===== src/rtl/uart_pkg.sv =====
// uart_pkg: shared UART types and helpers for the transmitter and receiver
package uart_pkg;
    typedef enum logic [2:0] {IDLE, START, DATA, STOP, WAIT_HIGH} rx_state_e;
    localparam int bits_per_frame = 10;
    function automatic int timer_width(input int cpb);
        return $clog2(cpb);
    endfunction
endpackage


===== src/rtl/uart_sync2.sv =====
// uart_sync2: two-flop synchronizer with configurable reset value
module uart_sync2 #(
    parameter logic rst_val = 1'b1
) (
    input  logic ser_clk,
    input  logic rst_n,
    input  logic d,
    output logic q
);
    logic meta;
    always_ff @(posedge ser_clk or negedge rst_n) begin
        if (!rst_n) begin
            meta <= rst_val;
            q    <= rst_val;
        end else begin
            meta <= d;
            q    <= meta;
        end
    end
endmodule


===== src/rtl/uart_receiver.sv =====
// uart_receiver: 8N1 receiver with mid-bit sampling, glitch rejection and a one-entry output register
module uart_receiver
    import uart_pkg::*;
#(
    parameter int clocks_per_bit = 4
) (
    input  logic       ser_clk,
    input  logic       rst_n,
    input  logic       ser_rx,
    output logic [7:0] out_data,
    output logic       out_valid,
    input  logic       out_ready,
    output logic       frame_err,
    output logic       overrun,
    input  logic       err_clear,
    output logic       rx_busy
);
    localparam int tw = timer_width(clocks_per_bit);
    localparam logic [tw-1:0] t_half = tw'(clocks_per_bit / 2 - 1);
    localparam logic [tw-1:0] t_full = tw'(clocks_per_bit - 1);
    logic          rx_s;
    rx_state_e     state;
    logic [tw-1:0] timer;
    logic [2:0]    bit_idx;
    logic [7:0]    shift;
    logic          tick, stop_ok, stop_bad, deliver, drop;
    uart_sync2 #(.rst_val(1'b1)) u_sync (
        .ser_clk(ser_clk),
        .rst_n  (rst_n),
        .d      (ser_rx),
        .q      (rx_s)
    );
    always_comb begin
        tick     = timer == '0;
        stop_ok  = state == STOP && tick && rx_s;
        stop_bad = state == STOP && tick && !rx_s;
        deliver  = stop_ok && (!out_valid || out_ready);
        drop     = stop_ok && out_valid && !out_ready;
        rx_busy  = state != IDLE;
    end
    always_ff @(posedge ser_clk or negedge rst_n) begin
        if (!rst_n) begin
            state     <= IDLE;
            timer     <= '0;
            bit_idx   <= '0;
            shift     <= '0;
            out_data  <= '0;
            out_valid <= 1'b0;
            frame_err <= 1'b0;
            overrun   <= 1'b0;
        end else begin
            case (state)
                IDLE: if (!rx_s) begin
                    state <= START;
                    timer <= t_half;
                end
                START: if (!tick) timer <= timer - 1'b1;
                else if (rx_s) state <= IDLE;
                else begin
                    state   <= DATA;
                    timer   <= t_full;
                    bit_idx <= '0;
                end
                DATA: if (!tick) timer <= timer - 1'b1;
                else begin
                    shift   <= {rx_s, shift[7:1]};
                    timer   <= t_full;
                    bit_idx <= bit_idx + 3'd1;
                    if (bit_idx == 3'd7) state <= STOP;
                end
                STOP: if (!tick) timer <= timer - 1'b1;
                else state <= rx_s ? IDLE : WAIT_HIGH;
                WAIT_HIGH: if (rx_s) state <= IDLE;
                default: state <= IDLE;
            endcase
            // a byte completing during an accept cycle replaces the one leaving
            if (deliver) begin
                out_data  <= shift;
                out_valid <= 1'b1;
            end else if (out_valid && out_ready) out_valid <= 1'b0;
            frame_err <= stop_bad | (frame_err & ~err_clear);
            overrun   <= drop | (overrun & ~err_clear);
        end
    end
endmodule


===== config.mk =====
export PLATFORM = sky130hd
export DESIGN_NAME = uart_receiver
export DESIGN_NICKNAME = d
export VERILOG_FILES = /design/src/rtl/uart_pkg.sv /design/src/rtl/uart_sync2.sv /design/src/rtl/uart_receiver.sv
export SDC_FILE = /design/constraint.sdc
export NUM_CORES = 1
export LEC_CHECK = 0
export BUFFER_PORTS_ARGS = -buffer_cell sky130_fd_sc_hd__buf_4
export CAP_MARGIN = 20
export CELL_PAD_IN_SITES_DETAIL_PLACEMENT = 1
export CELL_PAD_IN_SITES_GLOBAL_PLACEMENT = 1
export CORE_AREA = 2 2 60 62
export CTS_CLUSTER_SIZE = 14
export DETAILED_ROUTE_END_ITERATION = 8
export DIE_AREA = 0 0 62 64
export PLACE_DENSITY_LB_ADDON = 0.1
export RECOVER_POWER = 100
export SLEW_MARGIN = 20
export SYNTH_ARGS = -nofsm -noshare
export SYNTH_HDL_FRONTEND = slang
export SYNTH_SLANG_ARGS = --single-unit

===== constraint.sdc =====
create_clock -name ser_clk -period 3.6 [get_ports ser_clk]
set_clock_uncertainty 0.2 [all_clocks]
set_input_delay 0.18 -clock ser_clk [delete_from_list [all_inputs] [get_ports ser_clk]]
set_output_delay 0.18 -clock ser_clk [all_outputs]
set_load 0.02 [all_outputs]

# After elaboration in Yosys (flattened, before gate mapping)

Index checks and enable logic that the tools add are counted.

Flip-flop bits (word level): 29
Input bits: 5
Logic and storage cells: 73

$add $sub $neg: 2
Equality and inequality tests: 14
Muxes and demuxes: 21
Bitwise operators: 5
Reductions and logical operators: 21

Operators by type and width:

| kind                | number |
|---|---|
| $mux 3              | 10 |
| $pmux 3 s5          | 1 |
| $ne 2x2->1 const B  | 7 |
| $mux 2              | 6 |
| $pmux 2 s4          | 1 |
| $reduce_and 4->1    | 2 |
| $logic_and 1x1->1   | 7 |
| $eq 3x2->1 const B  | 2 |
| $eq 3x3->1 const B  | 2 |
| $pmux 3 s2          | 1 |
| $reduce_and 6->1    | 1 |
| $reduce_bool 2->1   | 2 |
| $reduce_bool 4->1   | 1 |
| $add 3x1->3 const B | 1 |
| $eq 3x1->1 const B  | 1 |
| $logic_not 1->1     | 3 |
| $logic_not 3->1     | 1 |
| $ne 3x3->1 const B  | 1 |
| $reduce_bool 3->1   | 1 |
| $and 1x1->1         | 2 |
| $logic_not 2->1     | 1 |
| $mux 1              | 2 |
| $ne 2x1->1 const B  | 1 |
| $or 1x1->1          | 2 |
| 4 further kinds     | 4 |

# Logic depth before layout (Yosys ltp)

Gate-level depths: netlist (run 1).

Word-level depth: 6
Depth in mapped cells: 5
Depth with buffers taken out: 5

# Hierarchy

Synthesis (run 1) repeated with hierarchy kept, for this count alone.

Cells, all modules: 95
Area, all modules: 1253.7 µm²

By module, submodules not included:

| module        | instances | cells each | area an instance (µm²) | seq. area each (µm²) |
|---|---|---|---|---|
| uart_receiver | 1         | 93         | 1201.2                 | 675.6 |
| uart_sync2    | 1         | 2          | 52.6                   | 52.6 |

# Worst setup path after synthesis (run 1)

OpenSTA, ideal clock, no wires.

Path type: register -> register
From: register timer[0]
To: register shift[0]
Arrival time: 1444 ps
Required time: 3275 ps
Path slack: 1831 ps
Stages on the path, launching flop included: 6
Path through: dfrtp_1 > inv_1 > ha_1 > nand3b_4 > nor2_2 > mux2_2

Cells in the longest elaborated chain, start to end: 2

RTL lines:

| item                              | RTL line            | text |
|---|---|---|
| start: declaration                | uart_receiver.sv:23 | `logic [tw-1:0] timer;` |
| start signal: assignment          | uart_receiver.sv:55 | `timer <= t_half;` |
| start signal: assignment          | uart_receiver.sv:57 | `START: if (!tick) timer <= timer - 1'b1;` |
| start signal: assignment          | uart_receiver.sv:61 | `timer <= t_full;` |
| $logic_not 2->1                   | uart_receiver.sv:34 | `tick = timer == '0;` |
| $reduce_and 2->1 (no source line) | --                  |  |
| end signal: assignment            | uart_receiver.sv:66 | `shift <= {rx_s, shift[7:1]};` |
| end: declaration                  | uart_receiver.sv:25 | `logic [7:0] shift;` |

No other way between the ends.
A chain may end at the register's enable or synchronous reset.

# Final worst setup path (run 1)

Same ends and word-level chain as after synthesis.

==> results of run 1 <==
## layer usage
metal | track usage [%] | part of all wire [%]
met1 | 18.3 | 45
met2 | 20.7 | 48
met3 | 6.28 | 4.2
met4 | 7.18 | 2.3
met5 | 0 | 0
## power by group through the flow
stage | clock network [W] | registers [W] | logic (W)
6_report | 0.000183 | 0.000501 | 0.000333
5_1_grt | 0.000212 | 0.000517 | 0.000371
4_1_cts | 0.000193 | 0.000512 | 0.000377
3_5_place_dp | 0 | 0.000518 | 0.000370
3_3_place_gp | 0 | 0.000513 | 0.000362
2_1_floorplan | 0 | 0.000494 | 0.000281
## layout make-up
| type | instances | area [um^2] | area share (%) |
|---|---|---|---|
| Tap cell | 46 | 57.6 | 4.02 |
| Inverter | 6 | 22.5 | 1.57 |
| Clock buffer | 7 | 45.0 | 3.15 |
| Timing Repair Buffer | 19 | 101 | 7.08 |
| Multi-Input combinational cell | 57 | 472 | 33.0 |
| Clock inverter | 1 | 5.00 | 0.350 |
| Sequential cell | 29 | 728 | 50.9 |
## worst max-delay path: stages, from the launching register on
cell and delay, ns:
dfrtp_1 0.41, inv_1 0.07, ha_1 0.25, nand3b_1 0.23, nor2_1 0.55, mux2_2 0.40
## through the flow
step	cells	utilization (%)	total power, W	instance area, um^2
after detailed placement	154	43.6	0.000888	1430
after global routing	165	43.6	0.00110	1430
after CTS	165	46.0	0.00108	1510
after global placement	154	43.6	0.000875	1430
after floorplan	95	-	0.000775	1270
final	165	43.6	0.00102	1430
## registers in the layout, indices dropped and copies added (netlist names)
name	flops
out_data	8
shift	8
bit_idx	3
state	3
timer	2
frame_err	1
out_valid	1
overrun	1
u_sync.meta	1
u_sync.q	1
## kinds of logic (layout without fill, tap and decap cells)
group                      after synthesis  count (layout)
AOI/OAI and AO/OA                       14              14
adders and majority gates                3               3
and+or+nand+nor                         19              19
buffers and inverters                    9              33
xor gates and xnor gates                 1               1
DFF                                     29              29
muxes                                   20              20
## cell usage after synthesis
| cell type | count | share of area (%) |
|---|---|---|
| a31oi_1 | 1 | 0.49 |
| nand3_1 | 2 | 0.79 |
| nor2_1 | 4 | 1.2 |
| ha_1 | 3 | 3.0 |
| nand2b_1 | 1 | 0.49 |
| nand4_4 | 1 | 1.7 |
| mux2_2 | 16 | 14 |
| buf_2 | 1 | 0.39 |
| or3_1 | 2 | 0.99 |
| o211ai_1 | 1 | 0.59 |
| o2bb2ai_1 | 2 | 1.4 |
| mux2i_1 | 4 | 3.2 |
| and3_1 | 1 | 0.49 |
| inv_1 | 6 | 1.8 |
| buf_4 | 1 | 0.59 |
| o21ai_0 | 3 | 1.2 |
| nor2_2 | 1 | 0.49 |
| a22o_1 | 1 | 0.69 |
| a2111o_1 | 1 | 0.89 |
| nand2_1 | 3 | 0.89 |
| clkbuf_1 | 1 | 0.30 |
| nand3b_4 | 1 | 1.6 |
| o311a_1 | 1 | 0.79 |
| dfrtp_1 | 27 | 53 |
| o22ai_1 | 2 | 0.99 |
| xnor2_1 | 1 | 0.69 |
| a21oi_1 | 1 | 0.39 |
| dfstp_2 | 2 | 4.1 |
| and3b_2 | 1 | 0.79 |
| nor3b_1 | 1 | 0.59 |
| and2b_1 | 1 | 0.59 |
| a32oi_1 | 1 | 0.69 |
## final timing paths
check                             from    endpoint  slack [ns]  cells past startpoint
min                          out_ready   out_valid       -0.02                      3
min in group asynchronous        rst_n    state[2]        0.55                      2
max in group asynchronous        rst_n  bit_idx[0]        1.76                      2
max                           timer[0]    shift[0]        1.37                      5
min reg2reg                u_sync.meta    u_sync.q        0.16                      0
max reg2reg                   timer[0]    shift[0]        1.37                      5
## cell usage in the layout, fill, tap and decap left out
cell            n
o311a_1         1
o2bb2ai_1       2
o21ai_0         3
a2111o_1        1
clkinv_2        1
a21oi_1         1
nor2_1          5
nand2_1         3
clkbuf_4        6
nand3_1         2
xnor2_1         1
nand2b_1        1
nand3b_1        1
or3_1           2
ha_1            3
mux2i_1         4
dlygate4sd3_1   3
dfrtp_1        27
o211ai_1        1
nand4_1         1
nor3b_1         1
and3b_1         1
dfstp_2         2
a22o_1          1
mux2_2         16
and2b_1         1
inv_1           6
clkbuf_1       15
buf_4           2
a31oi_1         1
o22ai_1         2
a32oi_1         1
and3_1          1
==> summary.md, run 1 <==
| Metric | Value |
|---|---|
| Drt wl/cell | `13.9 um` |
| IO buf count | `16` |
| Crit end category | `register` |
| Die Footprint | `3970 um^2` |
| Final WL | `2300 um` |
| Post-CTS Setup Bufs | `0` |
| Logic pwr share | `32.7%` |
| Clk root buf | `clkbuf_4` |
| GRT overflow | `0` |
| Pwr per Cell Area | `711 nW/um^2` |
| Largest net degree at the start of global routing | `30` |
| Die Y | `64 um` |
| Register area share after synthesis | `57.3%` |
| Adder-cell share of the synthesized area | `2.96%` |
| Final Critical Period | `2.23 ns` |
| 1st-iter DRT viols | `12` |
| Initial Utilization | `38.7%` |
| Core area | `3280 um^2` |
| FP Rows | `21` |
| Slew headroom | `-1.34%` |
| Placer Congestion | `0.728` |
| WS Path Type | `register to register` |
| First-pass GRT wire length | `4060 um` |
| Mux contribution to synthesized area | `17.3%` |
| Final hold slack | `-0.0181 ns` |
| CP Data Required Time | `3.61 ns` |
| Filler cell count | `358` |
| Max VDD drop | `0.000328 V` |
| Critical path peak fanout | `8` |
| CTS Hold Bufs | `3` |
| Number of remaining DRC errors | `0` |
| Synth Warn # | `0` |
| Routed via count | `821` |
| Synth cell types | `32` |
| Layout cells sized above 1 | `22.7%` |
| Final setup vio count | `0` |
| IO Pins | `17` |
| Antenna violations before repair | `0` |
| Setup WS pre-CTS | `1.64 ns` |
| Drt pass-1 iters | `4` |
| Failing checks | `hold timing, capacitance limit, slew limit` |
| Hold Crit Class | `primary input to register` |
| Avg Cell Area, Syn | `13.4 um^2` |
| Int Pwr | `0.000644 W` |
| Status | `finished, violations left` |
| XOR/XNOR Fraction of Synth Area | `0.690%` |
| Ant. Diodes | `0` |
| Area delta synth->final | `12.7%` |
| Mapped Cells | `95` |
| Setup TNS | `0 ns` |
| Die width | `62 um` |
| RSZ-0062 raised after global routing | `no` |
| Net Count, Synth | `103` |
| Final Cycle Share | `61.9%` |
| Vias in the first global route | `861` |
| Sw frac | `36.7%` |
| CTS resizes | `0` |
| Clk sink count | `29` |
| H-tree Lvls | `2` |
| Nets@finish | `126` |
| Seq pwr share | `49.3%` |
| MaxCap Viol Count | `1` |
| Fin. Hold Viols | `2` |
| Post-synthesis simple-gate area fraction | `10.5%` |
| Routed Antenna Nets | `0` |
| Total GRT Usage | `14.5%` |
| Crit path launch type | `register` |
| Via density | `4.98` |
| CTS tree | `done` |
| Clk slew on worst S/H paths | `0.09 ns` |
| Mapped cell area | `1270 um^2` |
| NetSw | `0.000374 W` |
| Worst path arrival time | `2.23 ns` |
| Clock share of power | `18.0%` |
| Fmax | `0.449 GHz` |
| Clock Latency Late Sink | `0.33 ns` |
| Worst-margin pin slew | `1.52 ns` |
| Post-route setup slack | `1.37 ns` |
| Number of synthesized register bits | `29` |
| DP HPWL | `1560 um` |
| Leak | `0.688 nW` |
| CTS Buf Count | `5` |
| Slew Viols, Final | `30` |
| Main combinational cell family by area after synthesis | `multiplexers` |
| Synth Area in Compound Gates | `8.08%` |
| Clock Tree Buf Depth | `2` |
No activity file was read; power rests on OpenSTA's default activity.
==> run 2, diff against run 1 <==
--- a/config.mk
+++ b/config.mk
@@ -5,14 +5,15 @@
 export SDC_FILE = /design/constraint.sdc
 export NUM_CORES = 1
 export LEC_CHECK = 0
+export ABC_AREA = 1
 export BUFFER_PORTS_ARGS = -buffer_cell sky130_fd_sc_hd__buf_4
 export CAP_MARGIN = 20
 export CELL_PAD_IN_SITES_DETAIL_PLACEMENT = 1
 export CELL_PAD_IN_SITES_GLOBAL_PLACEMENT = 1
-export CORE_AREA = 2 2 60 62
+export CORE_AREA = 2 2 63 65
 export CTS_CLUSTER_SIZE = 14
 export DETAILED_ROUTE_END_ITERATION = 8
-export DIE_AREA = 0 0 62 64
+export DIE_AREA = 0 0 65 67
 export PLACE_DENSITY_LB_ADDON = 0.1
 export RECOVER_POWER = 100
 export SLEW_MARGIN = 20
==> constraint.sdc (replaced) <==
create_clock -name ser_clk -period 2.14 [get_ports ser_clk]
set_clock_uncertainty 0.2 [all_clocks]
set_input_delay 0.107 -clock ser_clk [delete_from_list [all_inputs] [get_ports ser_clk]]
set_output_delay 0.107 -clock ser_clk [all_outputs]
set_load 0.02 [all_outputs]
==> summary.md, run 2 <==
| Metric | Value |
|---|---|
| Drt pass-1 iters | `4` |
| CP Depth | `7` |
| Synth Warn # | `0` |
| Setup TNS | `0 ns` |
| Ys flop type | `dfrtp_1` |
| Final setup vio count | `0` |
| Crit path max-delay family | `buffers and inverters` |
| First-pass GRT wire length | `5190 um` |
| Die width | `65 um` |
| Post-synth top area cell | `dfrtp_1` |
| Routed Antenna Nets | `0` |
| H-tree Lvls | `2` |
| Slew Viols, Final | `0` |
| Via density | `4.61` |
| Avg Cell Area, Syn | `9.08 um^2` |
| Worst path arrival time | `1.96 ns` |
| Core area | `3610 um^2` |
| RSZ-0062 raised after global routing | `no` |
| Slew headroom | `51.1%` |
| DP HPWL | `2090 um` |
| Worst R2R Path Depth | `7` |
| Mapped Cells | `154` |
| Antenna violations before repair | `0` |
| Initial Utilization | `38.8%` |
| MaxCap Viol Count | `0` |
| Met2 wire length | `1430 um` |
| Synth cell types | `22` |
| Routed wl met3 | `91 um` |
| Ant. Diodes | `0` |
| Routed via count | `1046` |
| Top post-synthesis cells by area | `dfrtp_1, nand2_1, o21ai_0` |
| GRT overflow | `0` |
| Register area share after synthesis | `52.1%` |
| Most common cell after layout, fill and taps aside | `nand2_1` |
| Number of remaining DRC errors | `0` |
| R2R Setup Slk | `0.19 ns` |
| Status | `completed` |
| DR top layer | `met4` |
| Drt wl/cell | `13.0 um` |
| CP Data Required Time | `2.15 ns` |
| Placer Congestion | `0.831` |
| Crit end category | `register` |
| Slowest CP cell | `dlygate4sd3_1` |
| Async set-or-reset flop fraction in the synthesized netlist | `100%` |
| Leak | `0.788 nW` |
| Mapped cell area | `1400 um^2` |
| IO buf count | `16` |
| Largest regs | `out_data (8), shift (8)` |
| Critical path cell sequence | `inv_1 -> ha_4 -> nand2_1 -> nor2_4 -> nand3_1 -> o21ai_0 -> dlygate4sd3_1` |
| WS Path Type | `register to register` |
| Final Power | `0.00202 W` |
| Critical path peak fanout | `6` |
| Die Y | `67 um` |
| Crit path launch type | `register` |
| Final Critical Period | `1.95 ns` |
| Post-synth top cells | `nand2_1, dfrtp_1, inv_1` |
| Final WL | `2950 um` |
| Clock Tree Buf Depth | `2` |
| Fmax | `0.512 GHz` |
| Largest net degree at the start of global routing | `30` |
| RR Endpoint | `overrun` |
| Most frequent cells in the layout | `nand2_1, dfrtp_1, o21ai_0` |
| Top cell type's share of synthesized area | `48.3%` |
| Final Cycle Share | `91.2%` |
| Crit Reg-Reg Startpoint | `timer[0]` |
| Hold Crit Class | `register to register` |
| Count leader, synth | `nand2_1` |
| Number of synthesized register bits | `29` |
| CTS tree | `done` |
| Worst-margin pin slew | `0.734 ns` |
| CTS Buf Count | `5` |
| Area delta synth->final | `14.2%` |
| Die Footprint | `4360 um^2` |
| Layout cells sized above 1 | `12.3%` |
| WL met1 | `1380 um` |
| IO Pins | `17` |
| Clk slew on worst S/H paths | `0.06 ns` |
| EDFF count, synth | `0` |
| FP Rows | `22` |
| Max VDD drop | `0.000392 V` |
| Hold depth | `0` |
| Clk sink count | `29` |
| Nets@finish | `186` |
| Clock Latency Late Sink | `0.28 ns` |
| Final hold slack | `0.153 ns` |
| Total GRT Usage | `16.2%` |
| Clk root buf | `clkbuf_8` |
| Net Count, Synth | `162` |
| Hold path startpoint | `u_sync.meta` |
| Pwr per Cell Area | `1270 nW/um^2` |
| Worst Hold Path EP | `u_sync.q` |
| Vias in the first global route | `1082` |
| Fin. Hold Viols | `0` |
| CP max stage delay | `0.59 ns` |
| 1st-iter DRT viols | `38` |
| Crit path buffers/inverters | `2` |
-- run 2: changes by cell type after synthesis, sizes merged, moves of 4 or more --
cell   previous run  this run
nand2             3        58
nand3             2         9
inv               6        19
mux2             16         0
mux2i             4         0
o21ai             3        21
-- run 2: worst register-to-register path, cell delays in order, from the launching register on --
cell and delay [ns]:
dfrtp_1 0.38, inv_1 0.12, ha_4 0.18, nand2_1 0.10, nor2_4 0.15, nand3_1 0.08, o21ai_0 0.09, dlygate4sd3_1 0.59
-- run 2: repair_timing --
item | 4_1_cts | 5_1_grt
buffers inserted | 0 | 0
resized for setup | 0 | 2
setup endpoints to repair | 0 | 1
hold buffers | 5 | 0
hold endpoints to repair | 33 | 0
-- run 2: kinds of logic after synthesis --
group           synth area share, %
compound gates                 9.39
fa+ha+maj                      2.68
simple gates                   27.0
buf+inv                        8.86
flops                          52.1
-- run 2: cell type report --
| class | instances | area (um^2) |
|---|---|---|
| Clock buffer | 8 | 90.1 |
| Timing Repair Buffer | 21 | 123 |
| Tap cell | 48 | 60.1 |
| Sequential cell | 29 | 728 |
| Inverter | 19 | 73.8 |
| Multi-Input combinational cell | 102 | 523 |
| Fill cell | 439 | 2010 |
-- run 2: how the worst max path moves through the flow --
stage,slack (ns),start,endpoint
after global placement,0.46,timer[0],out_data[4]
final,0.19,timer[0],overrun
after floorplan,0.58,timer[0],out_data[7]
after detailed placement,0.35,timer[0],timer[0]
after CTS,0.11,timer[0],overrun
after global routing,0.06,timer[0],overrun
-- run 2: through the flow --
stage          worst slack, ns  cell area, um^2  util [%]  std cells
3_3_place_gp             0.463             1530      42.4        214
3_5_place_dp             0.346             1530      42.4        214
5_1_grt                 0.0566             1600      44.3        227
6_report                 0.188             1600      44.3        227
4_1_cts                  0.107             1670      46.3        227
2_1_floorplan            0.578             1400         -        154
-- run 2: routing by layer --
layer,vias to the layer above,GRT usage (%)
li1,525,-
met1,500,20.1
met2,14,26.4
met3,7,4.90
met4,0,6.38
met5,-,0
-- run 2: power by group --
group | internal, W | leakage [nW] | switching (W)
registers | 0.000699 | 0.384 | 0.000142
clock network | 0.000262 | 0.0455 | 0.000204
logic | 0.000255 | 0.359 | 0.000460
==> run 3, diff against run 2 <==
--- a/config.mk
+++ b/config.mk
@@ -11,11 +11,13 @@
 export CELL_PAD_IN_SITES_DETAIL_PLACEMENT = 1
 export CELL_PAD_IN_SITES_GLOBAL_PLACEMENT = 1
 export CORE_AREA = 2 2 63 65
+export CTS_BUF_LIST = sky130_fd_sc_hd__clkbuf_16
 export CTS_CLUSTER_SIZE = 14
 export DETAILED_ROUTE_END_ITERATION = 8
 export DIE_AREA = 0 0 65 67
 export PLACE_DENSITY_LB_ADDON = 0.1
 export RECOVER_POWER = 100
+export SETUP_SLACK_MARGIN = 0.5
 export SLEW_MARGIN = 20
 export SYNTH_ARGS = -nofsm -noshare
 export SYNTH_HDL_FRONTEND = slang
==> summary.md, run 3 (synthesized netlist as in run 2, its figures left out) <==
| Metric | Value |
|---|---|
| 1st-iter DRT viols | `44` |
| Util after Layout | `46.8%` |
| CP Data Required Time | `2.16 ns` |
| CP Depth | `6` |
| Setup WS pre-CTS | `0.346 ns` |
| Worst R2R Path Depth | `6` |
| Hold Crit Class | `register to register` |
| CP startpoint | `timer[0]` |
| Worst Setup EP | `bit_idx[0]` |
| Slew headroom | `49.7%` |
| Crit path launch type | `register` |
| Drt pass-1 iters | `4` |
| Clk sink count | `29` |
| Die Y | `67 um` |
| Final Instance Area | `1690 um^2` |
| FP Rows | `22` |
| Setup TNS | `0 ns` |
| First-pass GRT wire length | `5240 um` |
| Layout cells sized above 1 | `16.0%` |
| Number of remaining DRC errors | `0` |
| Routed via count | `1079` |
| Leak | `0.826 nW` |
| Crit path max-delay family | `simple AND/OR/NAND/NOR gates` |
| Fmax | `0.601 GHz` |
| Max VDD drop | `0.000551 V` |
| Fin. Hold Viols | `0` |
| Via density | `4.71` |
| Slew Viols, Final | `0` |
| DP HPWL | `2090 um` |
| Worst-margin pin slew | `0.754 ns` |
| Clock Latency Late Sink | `0.27 ns` |
| Pwr per Cell Area | `1340 nW/um^2` |
| Area after DPL | `1530 um^2` |
| Drt wl/cell | `13.9 um` |
| H-tree Lvls | `2` |
| Initial Utilization | `38.8%` |
| CP max stage delay | `0.39 ns` |
| Ant. Diodes | `0` |
| GRT overflow | `0` |
| IO Pins | `17` |
| Core area | `3610 um^2` |
| Post-route setup slack | `0.476 ns` |
| Crit Reg-Reg Startpoint | `timer[0]` |
| Final Cycle Share | `77.7%` |
| RR Endpoint | `bit_idx[0]` |
| Die Footprint | `4360 um^2` |
| Crit end category | `register` |
| Clk root buf | `clkbuf_16` |
| Clk slew on worst S/H paths | `0.05 ns` |
| Antenna violations before repair | `0` |
| Status | `completed` |
| Clock Tree Buf Depth | `2` |
| Placer Congestion | `0.831` |
| Final WL | `3180 um` |
| Area delta synth->final | `20.6%` |
| Largest net degree at the start of global routing | `30` |
| Most frequent cells in the layout | `nand2_1, dfrtp_1, inv_1` |
| MaxCap Viol Count | `0` |
| Vias in the first global route | `1068` |
| WS Path Type | `register to register` |
| Crit path buffers/inverters | `2` |
| Critical path cell sequence | `inv_2 -> ha_1 -> clkbuf_1 -> nand3_4 -> or2_0 -> nand2_1` |
| CTS tree | `done` |
| RSZ-0062 raised after global routing | `no` |
| Most common cell after layout, fill and taps aside | `nand2_1` |
| Nets@finish | `188` |
| R2R Setup Slk | `0.48 ns` |
| CTS Buf Count | `5` |
| Final Critical Period | `1.66 ns` |
| Worst path arrival time | `1.68 ns` |
| Die width | `65 um` |
| Routed Antenna Nets | `0` |
| Final setup vio count | `0` |
| Slowest CP cell | `dfrtp_1` |
| IO buf count | `16` |
| Largest regs | `out_data (8), shift (8)` |
| Total GRT Usage | `16.4%` |
| Critical path peak fanout | `18` |
## run 3: cell types whose count changed in the layout (fill, tap and decap cells not counted), moves of 4 or more
cell       delta
clkbuf_8      -6
o21ai_2       +4
clkbuf_16     +5
o21ai_0       -4
## run 3: final cells by class
type,count,area (um^2)
timing repair buffer,22,124
inverter,19,73.8
sequential,29,729
tap,48,60.1
multi-input combinational,103,563
clock inverter,3,11.3
clock buffer,5,125
fill,433,1920
## run 3: timing repair
action,in CTS,in global routing
resized for setup,3,7
pin swaps,1,3
endpoints found under the setup margin,14,23
buffers inserted,0,2
hold buffers,4,0
gates cloned,0,1
endpoints found under the hold margin,32,0
## run 3: routing by layer
metal / GRT usage [%] / share of wire (%)
met5: 0 / 0
met4: 7.18 / 1.9
met3: 4.73 / 2.7
met2: 26.2 / 51
met1: 20.6 / 45
## run 3: per-stage QoR
step	hold WS, ns	power [W]	std cells
final	0.151	0.00226	229
after CTS	0.116	0.00230	226
after global routing	0.153	0.00244	229
after floorplan	-0.389	0.00143	154
after detailed placement	-0.139	0.00163	214
after global placement	-0.143	0.00158	214
## run 3: worst min path at each step
stage | startpoint | to | slack (ns) | depth (start not counted)
floorplan | rst_n | bit_idx[0] | -0.39 | 0
global placement | rst_n | state[1] | -0.14 | 1
detailed placement | rst_n | state[1] | -0.14 | 1
CTS | rst_n | shift[6] | 0.12 | 2
global route | u_sync.meta | u_sync.q | 0.15 | 0
finish | u_sync.meta | u_sync.q | 0.15 | 0
## run 3: worst register-to-register path, cell delays in order, from the launching register on
cell and delay (ns):
dfrtp_1 0.39, inv_2 0.06, ha_1 0.20, clkbuf_1 0.23
nand3_4 0.21, or2_0 0.26, nand2_1 0.06
## run 3: where the power goes
| part | switching [W] | total [W] | internal (W) |
|---|---|---|---|
| logic | 0.000497 | 0.000754 | 0.000257 |
| registers | 0.000149 | 0.000851 | 0.000702 |
| clock network | 0.000235 | 0.000652 | 0.000417 |
